File: src/rtl/fetch_queue_pkg.sv
// Shared types and constants for the fetch-to-decode queue.
package fetch_queue_pkg;

  localparam int FQ_PC_W    = 32;
  localparam int FQ_INSTR_W = 32;

  localparam logic [FQ_PC_W-1:0] FQ_RESET_PC = 32'h0;

  typedef struct packed {
    logic [FQ_PC_W-1:0]    pc;
    logic [FQ_INSTR_W-1:0] instr;
  } fq_entry_t;

  function automatic logic [FQ_PC_W-1:0] fq_pc_plus4(input logic [FQ_PC_W-1:0] pc);
    return pc + FQ_PC_W'(4);
  endfunction

endpackage

File: src/rtl/fetch_queue_if.sv
// Fetch/ROM/decode signal bundle for fetch_queue; slave is the queue side.
interface fetch_queue_if #(
  parameter int DEPTH = 4
);
  import fetch_queue_pkg::*;

  localparam int PTR_W = $clog2(DEPTH);

  logic [FQ_PC_W-1:0]    fetch_pc;
  logic [FQ_INSTR_W-1:0] imem_rdata;
  logic                  redirect;
  logic                  dec_ready;
  logic                  fetch_en;
  logic                  dec_valid;
  logic [FQ_PC_W-1:0]    dec_pc;
  logic [FQ_INSTR_W-1:0] dec_instr;
  logic [FQ_PC_W-1:0]    dec_pc_p4;
  logic [PTR_W:0]        count;

  modport master (
    output fetch_pc, imem_rdata, redirect, dec_ready,
    input  fetch_en, dec_valid, dec_pc, dec_instr, dec_pc_p4, count
  );

  modport slave (
    input  fetch_pc, imem_rdata, redirect, dec_ready,
    output fetch_en, dec_valid, dec_pc, dec_instr, dec_pc_p4, count
  );

endinterface

File: src/rtl/fetch_queue_mem.sv
// Entry storage for fetch_queue: one write port, one asynchronous read port.
module fetch_queue_mem
  import fetch_queue_pkg::*;
#(
  parameter int DEPTH = 4,
  parameter int PTR_W = $clog2(DEPTH)
) (
  input  logic             clk,
  input  logic             we,
  input  logic [PTR_W-1:0] wr_ptr,
  input  fq_entry_t        wr_data,
  input  logic [PTR_W-1:0] rd_ptr,
  output fq_entry_t        rd_data
);

  fq_entry_t mem [DEPTH];

  always_ff @(posedge clk) begin
    if (we) mem[wr_ptr] <= wr_data;
  end

  assign rd_data = mem[rd_ptr];

endmodule

File: src/rtl/fetch_queue.sv
// Decoupling queue between instruction fetch and decode with redirect flush.
// Optional macro FETCH_QUEUE_BYPASS_EN forwards a return straight to decode when empty.
module fetch_queue
  import fetch_queue_pkg::*;
#(
  parameter int DEPTH = 4,
  parameter int PTR_W = $clog2(DEPTH)
) (
  input  logic          clk,
  input  logic          rst,
  fetch_queue_if.slave  bus
);

  logic [PTR_W-1:0]   wr_ptr, rd_ptr;
  logic [PTR_W:0]     cnt;
  logic               inflight;
  logic [FQ_PC_W-1:0] inflight_pc;
  logic [PTR_W+1:0]   credit;
  logic               empty, issue, bypass, push, pop;
  fq_entry_t          wr_entry, head;

  always_comb begin
    empty    = (cnt == '0);
    credit   = {1'b0, cnt} + {{(PTR_W+1){1'b0}}, inflight};
    // Credit counts the outstanding ROM read but not a same-cycle pop.
    issue    = rst & (bus.redirect | (credit < (PTR_W+2)'(DEPTH)));
`ifdef FETCH_QUEUE_BYPASS_EN
    bypass   = empty & inflight & ~bus.redirect;
`else
    bypass   = 1'b0;
`endif
    pop      = ~empty & bus.dec_ready;
    push     = inflight & ~bus.redirect & ~(bypass & bus.dec_ready);
    wr_entry = '{pc: inflight_pc, instr: bus.imem_rdata};
  end

  fetch_queue_mem #(.DEPTH(DEPTH), .PTR_W(PTR_W)) u_mem (
    .clk     (clk),
    .we      (push),
    .wr_ptr  (wr_ptr),
    .wr_data (wr_entry),
    .rd_ptr  (rd_ptr),
    .rd_data (head)
  );

  always_ff @(posedge clk) begin
    if (!rst) begin
      wr_ptr      <= '0;
      rd_ptr      <= '0;
      cnt         <= '0;
      inflight    <= 1'b0;
      inflight_pc <= FQ_RESET_PC;
    end else begin
      inflight <= issue & ~bus.redirect;
      if (issue & ~bus.redirect) inflight_pc <= bus.fetch_pc;
      if (bus.redirect) begin
        cnt    <= '0;
        rd_ptr <= wr_ptr;
      end else begin
        if (push) wr_ptr <= wr_ptr + PTR_W'(1);
        if (pop)  rd_ptr <= rd_ptr + PTR_W'(1);
        if (push && !pop)      cnt <= cnt + (PTR_W+1)'(1);
        else if (pop && !push) cnt <= cnt - (PTR_W+1)'(1);
      end
    end
  end

  always_comb begin
    bus.fetch_en  = issue;
    bus.dec_valid = ~empty | bypass;
    bus.count     = cnt;
    bus.dec_pc    = '0;
    bus.dec_instr = '0;
    bus.dec_pc_p4 = '0;
    if (bypass) begin
      bus.dec_pc    = inflight_pc;
      bus.dec_instr = bus.imem_rdata;
      bus.dec_pc_p4 = fq_pc_plus4(inflight_pc);
    end else if (!empty) begin
      bus.dec_pc    = head.pc;
      bus.dec_instr = head.instr;
      bus.dec_pc_p4 = fq_pc_plus4(head.pc);
    end
  end

  a_no_overflow: assert property (@(posedge clk) disable iff (!rst)
    push |-> (cnt != (PTR_W+1)'(DEPTH)));

endmodule

File: src/flat_wrapper.sv
// flat-port wrapper written by rule: the top's interface ports become plain ports
module fetch_queue_flat import fetch_queue_pkg::*;
#(
  parameter int DEPTH = 4,
  parameter int PTR_W = $clog2(DEPTH)
)
  (clk, rst, bus_fetch_pc, bus_imem_rdata, bus_redirect, bus_dec_ready, bus_fetch_en, bus_dec_valid, bus_dec_pc, bus_dec_instr, bus_dec_pc_p4, bus_count);
  fetch_queue_if #(.DEPTH(DEPTH)) bus_i ();
  input  logic clk;
  input  logic rst;
  input wire logic [$bits(bus_i.fetch_pc)-1:0] bus_fetch_pc;
  input wire logic [$bits(bus_i.imem_rdata)-1:0] bus_imem_rdata;
  input wire logic [$bits(bus_i.redirect)-1:0] bus_redirect;
  input wire logic [$bits(bus_i.dec_ready)-1:0] bus_dec_ready;
  output wire logic [$bits(bus_i.fetch_en)-1:0] bus_fetch_en;
  output wire logic [$bits(bus_i.dec_valid)-1:0] bus_dec_valid;
  output wire logic [$bits(bus_i.dec_pc)-1:0] bus_dec_pc;
  output wire logic [$bits(bus_i.dec_instr)-1:0] bus_dec_instr;
  output wire logic [$bits(bus_i.dec_pc_p4)-1:0] bus_dec_pc_p4;
  output wire logic [$bits(bus_i.count)-1:0] bus_count;
  assign bus_i.fetch_pc = bus_fetch_pc;
  assign bus_i.imem_rdata = bus_imem_rdata;
  assign bus_i.redirect = bus_redirect;
  assign bus_i.dec_ready = bus_dec_ready;
  assign bus_fetch_en = bus_i.fetch_en;
  assign bus_dec_valid = bus_i.dec_valid;
  assign bus_dec_pc = bus_i.dec_pc;
  assign bus_dec_instr = bus_i.dec_instr;
  assign bus_dec_pc_p4 = bus_i.dec_pc_p4;
  assign bus_count = bus_i.count;
  fetch_queue #(.DEPTH(DEPTH), .PTR_W(PTR_W)) u_core (.clk(clk), .rst(rst), .bus(bus_i));
endmodule
File: config.mk
export PLATFORM = sky130hd
export DESIGN_NAME = fetch_queue_flat
export DESIGN_NICKNAME = d
export VERILOG_FILES = /design/src/rtl/fetch_queue_pkg.sv /design/src/rtl/fetch_queue_if.sv /design/src/rtl/fetch_queue_mem.sv /design/src/rtl/fetch_queue.sv /design/src/flat_wrapper.sv
export SDC_FILE = /design/constraint.sdc
export NUM_CORES = 1
export LEC_CHECK = 0
export CAP_MARGIN = 10
export CORE_ASPECT_RATIO = 1.25
export CORE_MARGIN = 3
export CORE_UTILIZATION = 55
export DETAILED_ROUTE_END_ITERATION = 7
export GPL_ROUTABILITY_DRIVEN = 0
export PLACE_DENSITY = 0.89
export SYNTH_ARGS = -nofsm -noshare
export SYNTH_HDL_FRONTEND = slang
export SYNTH_SLANG_ARGS = --single-unit
File: constraint.sdc
create_clock -name clk -period 8 [get_ports clk]
set_input_delay 0.8 -clock clk [delete_from_list [all_inputs] [get_ports clk]]
set_output_delay 0.8 -clock clk [all_outputs]
set_load 0.02 [all_outputs]
Word level (Yosys, flattened, before mapping)
Memories as Yosys holds them, arrays and structs flattened. A register that Yosys moved wholly into a read port is not among the register bits.
Cells that the tools add are included.

word-level totals
  bits in writable memories = 256
  flip-flop bits (word level) = 40
  logic and storage cells = 41
  bits of input ports = 68
  output and inout port bits = 101
  memories = 1

operators by class
  $lt $le $gt $ge = 1
  add/sub/neg operators = 6
  mux-type cells = 11
  bitwise operators = 8
  reductions and logical operators = 9

memories
  name              depth  bits a word  rd ports  clocked after Yosys merged registers in  wr ports  RTL line               RTL
  u_core.u_mem.mem  4      64           1         1                                        1         fetch_queue_mem.sv:16  fq_entry_t mem [DEPTH];

operators with widths
  cell                                                 number
  2-to-1 mux 32 bit                                    3
  adder 32 x 3 -> 32 bit (second input constant)       1
  2-to-1 mux 2 bit                                     4
  2-to-1 mux 3 bit                                     2
  adder 2 x 1 -> 2 bit (second input constant)         2
  adder 3 x 1 -> 4 bit                                 1
  AND 1 bit                                            4
  < comparator 4 x 3 -> 1 bit (second input constant)  1
  nonzero test 2 bit                                   2
  adder 3 x 1 -> 3 bit (second input constant)         1
  zero test 3 bit                                      1
  inverter 1 bit                                       3
  subtractor 3 x 1 -> 3 bit (second input constant)    1
  logical AND 1 bit                                    2
  zero test 1 bit                                      2
  2-to-1 mux 1 bit                                     2
  AND reduction 2 bit                                  1
  OR reduction 2 bit                                   1
  OR 1 bit                                             1

Logic depth before layout (Yosys ltp)
Gate-level depths: netlist of the first run.

  word-level depth = 7
  gate-level depth with buffers = 9
  gate-level depth less buffers = 9

Hierarchy
From an unflattened synthesis of the first run, not the netlist that was laid out.

second synthesis, totals
  cell total of the unflattened synthesis = 715
  area total of the unflattened synthesis = 11964.0 um2

modules (own cells, without submodules)
  module           times used  cells an instance  sequential area each (um2)  area each (um2)
  fetch_queue_mem  1           338                7687.4                      9341.5
  fetch_queue      1           377                800.8                       2622.5

Least setup slack after synthesis of the first run
OpenSTA, ideal clock, no wires.

  path type = register to output
  start = reg with a tool-made name
  end = out bus_dec_pc_p4[30]
  cell stages (with the launch flop) = 10
  arrival = 2527 ps
  path slack = 4673 ps
  path buffers = 4
  cells stage by stage = dfxtp_1 -> buf_6 -> buf_12 -> mux4_1 -> ha_1 -> clkbuf_1 -> nand4_1 -> clkbuf_1 -> or3_2 -> a21oi_1

RTL lines
  item       RTL line            RTL
  to (decl)  flat_wrapper.sv:19  output wire logic [$bits(bus_i.dec_pc_p4)-1:0] bus_dec_pc_p4;

==> impl_metrics.ini, run 1 <==
[status]
outcome = finished, final reports clean

[die]
dieArea_mm2 = 0.02383
initial_core_util = 0.5617
dieWidth_um = 138.7
die_h_um = 171.8
ios = 169
num_rows = 60
core_area_mm2 = 0.02155

[synthesis]
yosys.area_share.simple = 0.09502
synth_xor_area_frac = 0.01158
seq_area_frac_synth = 0.7047
synth_area_mm2 = 0.01210
synth_fa_ha_area_frac = 0.007858
syn_nets = 802
synth_top_family_by_area = multiplexers
synth.avg_cell_area_um2 = 16.65
postSynthCellCount = 727
synthFlopType = edfxtp_1
synthMuxAreaShare = 0.1237
yosys_register_bits = 298
ys_types = 46
synth_compound_area_frac = 0.03226
async_flop_share = 0
synth_edf_count = 256
yosys_warnings = 0

[final_layout]
syn_to_final_growth_pct = 22.22
instances_no_fill = 1184
drive_gt1_frac = 0.1293
diodes = 0
nNetsFinal = 958

[route]
drtIter0Drc = 525
wl_per_cell_um = 20.55
vias = 6723
remaining_drc_errors = 0
drt-pass1-iter-count = 5
routed_via_density = 5.678
routed_wl_um = 24340
antenna_left = 0

[critical_path]
endpoint_kind = primary output
crit_arrival_ns = 4.70
path_max_fanout = 36
reg2reg_from = u_core.bus.count[0]
path_cells = buf_4 > mux4_1 > and3_2 > nand4_1 > or4_1 > a21oi_1 > clkdlybuf4s50_1
critPathTopFamily = simple AND/OR/NAND/NOR gates
critical_path_class = flop to primary output
critPathBufInv = 2
start_kind = flop
crit_required_ns = 7.20
cp_slowest_cell = dfxtp_4
critPathMaxStageDelay_ns = 0.82

[grt]
grt_pass1_wl_um = 37470
grt_use_total = 0.2012
globalRoute.busiestLayer = met2
grt_pass1_vias = 6913
met1_usage = 0.2546
grt_max_degree = 67
antenna_found_initial = 0
use_met3 = 0.03420
grt.met2_usage = 0.3562
overflow = 0

[timing]
setup_tns_ns = 0
finalHoldViolations = 0
tightest_slew_ns = 1.122
rsz0062_at_grt = no
fmax_ghz = 0.1817
finalSetupViolCount = 0
period_minus_slack_ns = 5.505
fin_worst_skew_ns = 0.01305
finalMaxSlewViolations = 0
fin_crit_sh = 0.6881
relSlewSlack = 0.2520

[clock_network]
ctsResizeCount = 0
path_clk_slew_ns = 0.06
cts_tree = done
cts_root_buffer = clkbuf_16
cts_buffers = 28
clock-sinks = 298
clkLatencyLatePin_ns = 0.53
cts_hold_buf = 0
clockBufferDepth = 3
cts_setup_buffers = 0
cts-htree-levels = 1

[placement]
dp_cells = 1132
detailed_place_hpwl_um = 14610
io_buffers = 168

[pwr]
vdd_drop_max_uv = 184.7
p_leak_nw = 4.756
power_density_mw_per_mm2 = 223.7

[flow_run]
maxCapViolCount = 0

[hold_path]
hold_start = u_core.inflight_pc[8]
hp-class = flop to flop
[placed cells by master, fill, tap and decap left out, types with 3 or more instances in the layout]
| master | instances |
|---|---|
| edfxtp_1 | 256 |
| clkdlybuf4s50_1 | 168 |
| nand2_1 | 78 |
| and2_1 | 67 |
| mux4_2 | 52 |
| o21ai_0 | 43 |
| dfxtp_1 | 40 |
| clkbuf_16 | 29 |
| nor2_1 | 18 |
| a21oi_1 | 17 |
| xor2_1 | 13 |
| mux4_1 | 12 |
| nand3_1 | 11 |
| or4_1 | 9 |
| o31ai_1 | 8 |
| clkinv_2 | 7 |
| inv_1 | 6 |
| nand4_1 | 6 |
| or3_1 | 6 |
| ha_1 | 6 |
| clkbuf_1 | 5 |
| and2_4 | 4 |
| clkinvlp_4 | 4 |
| and4_1 | 3 |
| xnor2_1 | 3 |
| buf_4 | 3 |
[registers in the layout, indices dropped and copies added, names as in the netlist, named ones only]
name	count
u_core.bus.count	3
u_core.rd_ptr	2
u_core.inflight	1
u_core.inflight_pc	32
u_core.wr_ptr	2
u_core.u_mem.mem	256
[worst reg2reg max path: cells and delay by family (launching register included)]
kind	cells	cell delay (ns)
XOR/XNOR	1	0.16
flip-flops	1	0.38
AO/OA/AOI/OAI	1	0.16
buffers and inverters	3	0.95
AND/OR/NAND/NOR	3	0.79
adder cells (fa/ha/maj)	2	0.58
[where the power goes]
part           leakage [nW]  total (W)  switching [W]  internal [W]
registers              2.69    0.00175      0.0000266       0.00172
clock network         0.428    0.00125       0.000541      0.000708
logic                  1.64   0.000311       0.000163      0.000149
total                  4.76    0.00331       0.000730       0.00258
[per-layer routing]
metal	vias to the layer above	wire length [µm]	part of all wire
met4	0	681	0.028
li1	3104	-	-
met3	61	1516	0.062
met5	-	0	0
met1	3324	9617	0.40
met2	234	12520	0.51
[cell type report]
cell class | instances | area, µm²
Clock buffer | 35 | 758.2
Tap cell | 279 | 349.1
Multi-Input combinational cell | 377 | 3288
Timing Repair Buffer | 171 | 1704
Inverter | 7 | 26.28
Clock inverter | 17 | 128.9
Fill cell | 1418 | 6755
Sequential cell | 298 | 8536
[cell families after synthesis]
kind of cell,after synthesis
DFF,298
and+or+nand+nor,217
AOI/OAI and AO/OA,72
muxes,65
buffers and inverters,52
xor gates and xnor gates,16
adders and majority gates,7
[through the flow]
stage / instance area (µm²) / power (W) / setup WS, ns / hold slack, ns / util
2_1_floorplan: 12100 / 0.001943 / 4.673 / 0.4600 / -
3_3_place_gp: 13900 / 0.002084 / 3.042 / 0.4718 / 0.6453
3_5_place_dp: 13900 / 0.002094 / 2.981 / 0.4839 / 0.6453
4_1_cts: 14790 / 0.003337 / 2.386 / 0.4992 / 0.6865
5_1_grt: 14790 / 0.003419 / 2.097 / 0.5197 / 0.6865
6_report: 14790 / 0.003308 / 2.495 / 0.4945 / 0.6865
[synthesized netlist by cell type, drive strengths merged, types with 10 or more instances]
cell | instances | area share
edfxtp | 256 | 0.64
nand2 | 78 | 0.024
and2 | 72 | 0.037
mux4 | 64 | 0.12
o21ai | 43 | 0.018
dfxtp | 42 | 0.069
clkbuf | 32 | 0.014
nor2 | 18 | 0.0056
a21oi | 17 | 0.0070
xor2 | 13 | 0.0094
buf | 12 | 0.0085
nand3 | 11 | 0.0045
or4 | 10 | 0.0065
[path summary, 6_finish.rpt]
check,end,slack [ns],cells after the start
setup / recovery,bus_dec_pc_p4[28],2.50,7
hold / removal,u_core.inflight_pc[8],0.49,2
setup reg to reg,u_core.bus.count[2],4.91,10
hold reg to reg,u_core.inflight_pc[8],0.49,2
(Power assumes the default switching activity.)
==> run 2: changes to the inputs <==
--- a/config.mk
+++ b/config.mk
@@ -8,10 +8,10 @@
 export CAP_MARGIN = 10
 export CORE_ASPECT_RATIO = 1.25
 export CORE_MARGIN = 3
-export CORE_UTILIZATION = 55
+export CORE_UTILIZATION = 49
 export DETAILED_ROUTE_END_ITERATION = 7
 export GPL_ROUTABILITY_DRIVEN = 0
-export PLACE_DENSITY = 0.89
+export PLACE_DENSITY = 0.85
 export SYNTH_ARGS = -nofsm -noshare
 export SYNTH_HDL_FRONTEND = slang
 export SYNTH_SLANG_ARGS = --single-unit
==> constraint.sdc (replaced) <==
create_clock -name clk -period 4.61 [get_ports clk]
set_input_delay 0.461 -clock clk [delete_from_list [all_inputs] [get_ports clk]]
set_output_delay 0.461 -clock clk [all_outputs]
set_load 0.02 [all_outputs]
==> run 2 against run 1 <==
Net effect: combinational power increased by 75%; via count about the same; clock-buffer cell count decreased by 5; largest cell class unchanged; largest power group unchanged.
==> impl_metrics.ini, run 2 (synthesis gave the netlist of run 1 again) <==
[critical_path]
critPathBufInv = 2
crit_cells = 7
critPathMaxStageDelay_ns = 0.77
ff2ff_path_depth = 9
crit_arrival_ns = 3.82
cp_slowest_cell = dfxtp_4
path_cells = mux4_2 > and4_1 > nand4_1 > buf_4 > or3_2 > a21oi_1 > clkdlybuf4s50_1
endpoint_kind = primary output
start_kind = flop
critPathTopFamily = simple AND/OR/NAND/NOR gates
crit_required_ns = 4.15
critical_path_class = flop to primary output
path_max_fanout = 46

[clock_network]
cts_buffers = 26
path_clk_slew_ns = 0.07
clkLatencyLatePin_ns = 0.52
cts_hold_buf = 0
cts-htree-levels = 1
cts_root_buffer = clkbuf_16
clock-sinks = 298
clockBufferDepth = 3
cts_setup_buffers = 0
cts_tree = done
ctsResizeCount = 0

[timing]
fin_worst_skew_ns = 0.01009
setup_tns_ns = 0
fin_crit_sh = 0.9277
rsz0062_at_grt = no
relSlewSlack = 0.3247
finalMaxSlewViolations = 0
finalHoldViolations = 0
fmax_ghz = 0.2338
tightest_slew_ns = 1.013
period_minus_slack_ns = 4.277
finalSetupViolCount = 0
fin_hold_ws_ns = 0.4941
setup_ws_ns = 0.3332

[placement]
io_buffers = 168
post-place-ws_ns = 0.8578
detailed_place_hpwl_um = 15450

[pwr]
clkPwrFrac = 0.403
vdd_drop_max_uv = 263.3
p_leak_nw = 4.828
power_density_mw_per_mm2 = 400.4
internal-power_w = 0.004736
swShare = 0.2103
p_sw_w = 0.001261
share_comb_of_total_power = 0.091
p_seq_frac = 0.506

[route]
routed_wl_um = 24570
remaining_drc_errors = 0
wl_per_cell_um = 19.96
vias = 6725
drt-pass1-iter-count = 5
routed_via_density = 5.463
drtIter0Drc = 540
antenna_left = 0

[grt]
grt_pass1_wl_um = 38960
grt_use_total = 0.1841
antenna_found_initial = 0
overflow = 0
grt_pass1_vias = 6950
grt_max_degree = 67

[final_layout]
fill_cells = 1706
drive_gt1_frac = 0.1336
largest_reg_flops = 256
syn_to_final_growth_pct = 23.75
diodes = 0
nNetsFinal = 961
layout_common_cells = edfxtp_1, clkdlybuf4s50_1, nand2_1, and2_1, mux4_2
layout_commonest_cell = edfxtp_1
top_register = u_core.u_mem.mem

[hold_path]
whs_path_depth = 2
hp-class = flop to flop

[die]
core_area_mm2 = 0.02404
initial_core_util = 0.5034
dieArea_mm2 = 0.02663
num_rows = 63
ios = 169
dieWidth_um = 146.6
die_h_um = 181.7

[status]
outcome = finished, final reports clean

[flow_run]
maxCapViolCount = 0
[run 2: layout make-up]
cell class                 count  area (µm²)  area share
clock inverter                18       270.3     0.01805
tap                          325       406.6     0.02715
inverter                       7       26.28    0.001755
multi-input combinational    377        3288      0.2196
sequential                   298        8536      0.5700
timing repair buffer         176        1742      0.1163
clock buffer                  30       706.9     0.04721
[run 2: path summary, 6_finish.rpt]
check / from / slack [ns] / end
worst max-delay path: flop / 0.33 / bus_dec_pc_p4[17]
worst min-delay path: u_core.inflight_pc[26] / 0.49 / u_core.inflight_pc[26]
worst max register to register: u_core.bus.count[0] / 1.77 / u_core.bus.count[2]
worst min register to register: u_core.inflight_pc[26] / 0.49 / u_core.inflight_pc[26]
[run 2: per-layer routing]
metal,track usage,routed length [µm],up-vias
met1,0.2406,9991,3343
met3,0.03020,1300,47
met2,0.3187,12620,218
met5,0,0,-
li1,-,-,3117
met4,0.05761,661,0
[run 2: through the flow]
stage	power (W)	cells	util	instance area [µm²]
finish	0.005997	1231	0.6229	14980
global route	0.006199	1231	0.6229	14980
CTS	0.006043	1231	0.6229	14980
detailed placement	0.003640	1183	0.5823	14000
global placement	0.003625	1183	0.5823	14000
floorplan	0.003372	727	-	12100
[run 2: worst register-to-register path, delay by kind of cell, from the launching register on]
kind	cells	cell delay, ns
DFF	1	0.38
and+or+nand+nor	3	0.96
adders and majority gates	2	0.61
AOI/OAI and AO/OA	1	0.15
xor gates and xnor gates	1	0.15
buffers and inverters	2	0.53
[run 2: power groups by stage]
stage	Sequential (W)	Clock, W	Combinational [W]
final	0.00303	0.00242	0.000545
after global routing	0.00304	0.00257	0.000586
after CTS	0.00303	0.00246	0.000552
after global placement	0.00309	0	0.000540
after floorplan	0.00307	0	0.000303
after detailed placement	0.00309	0	0.000548
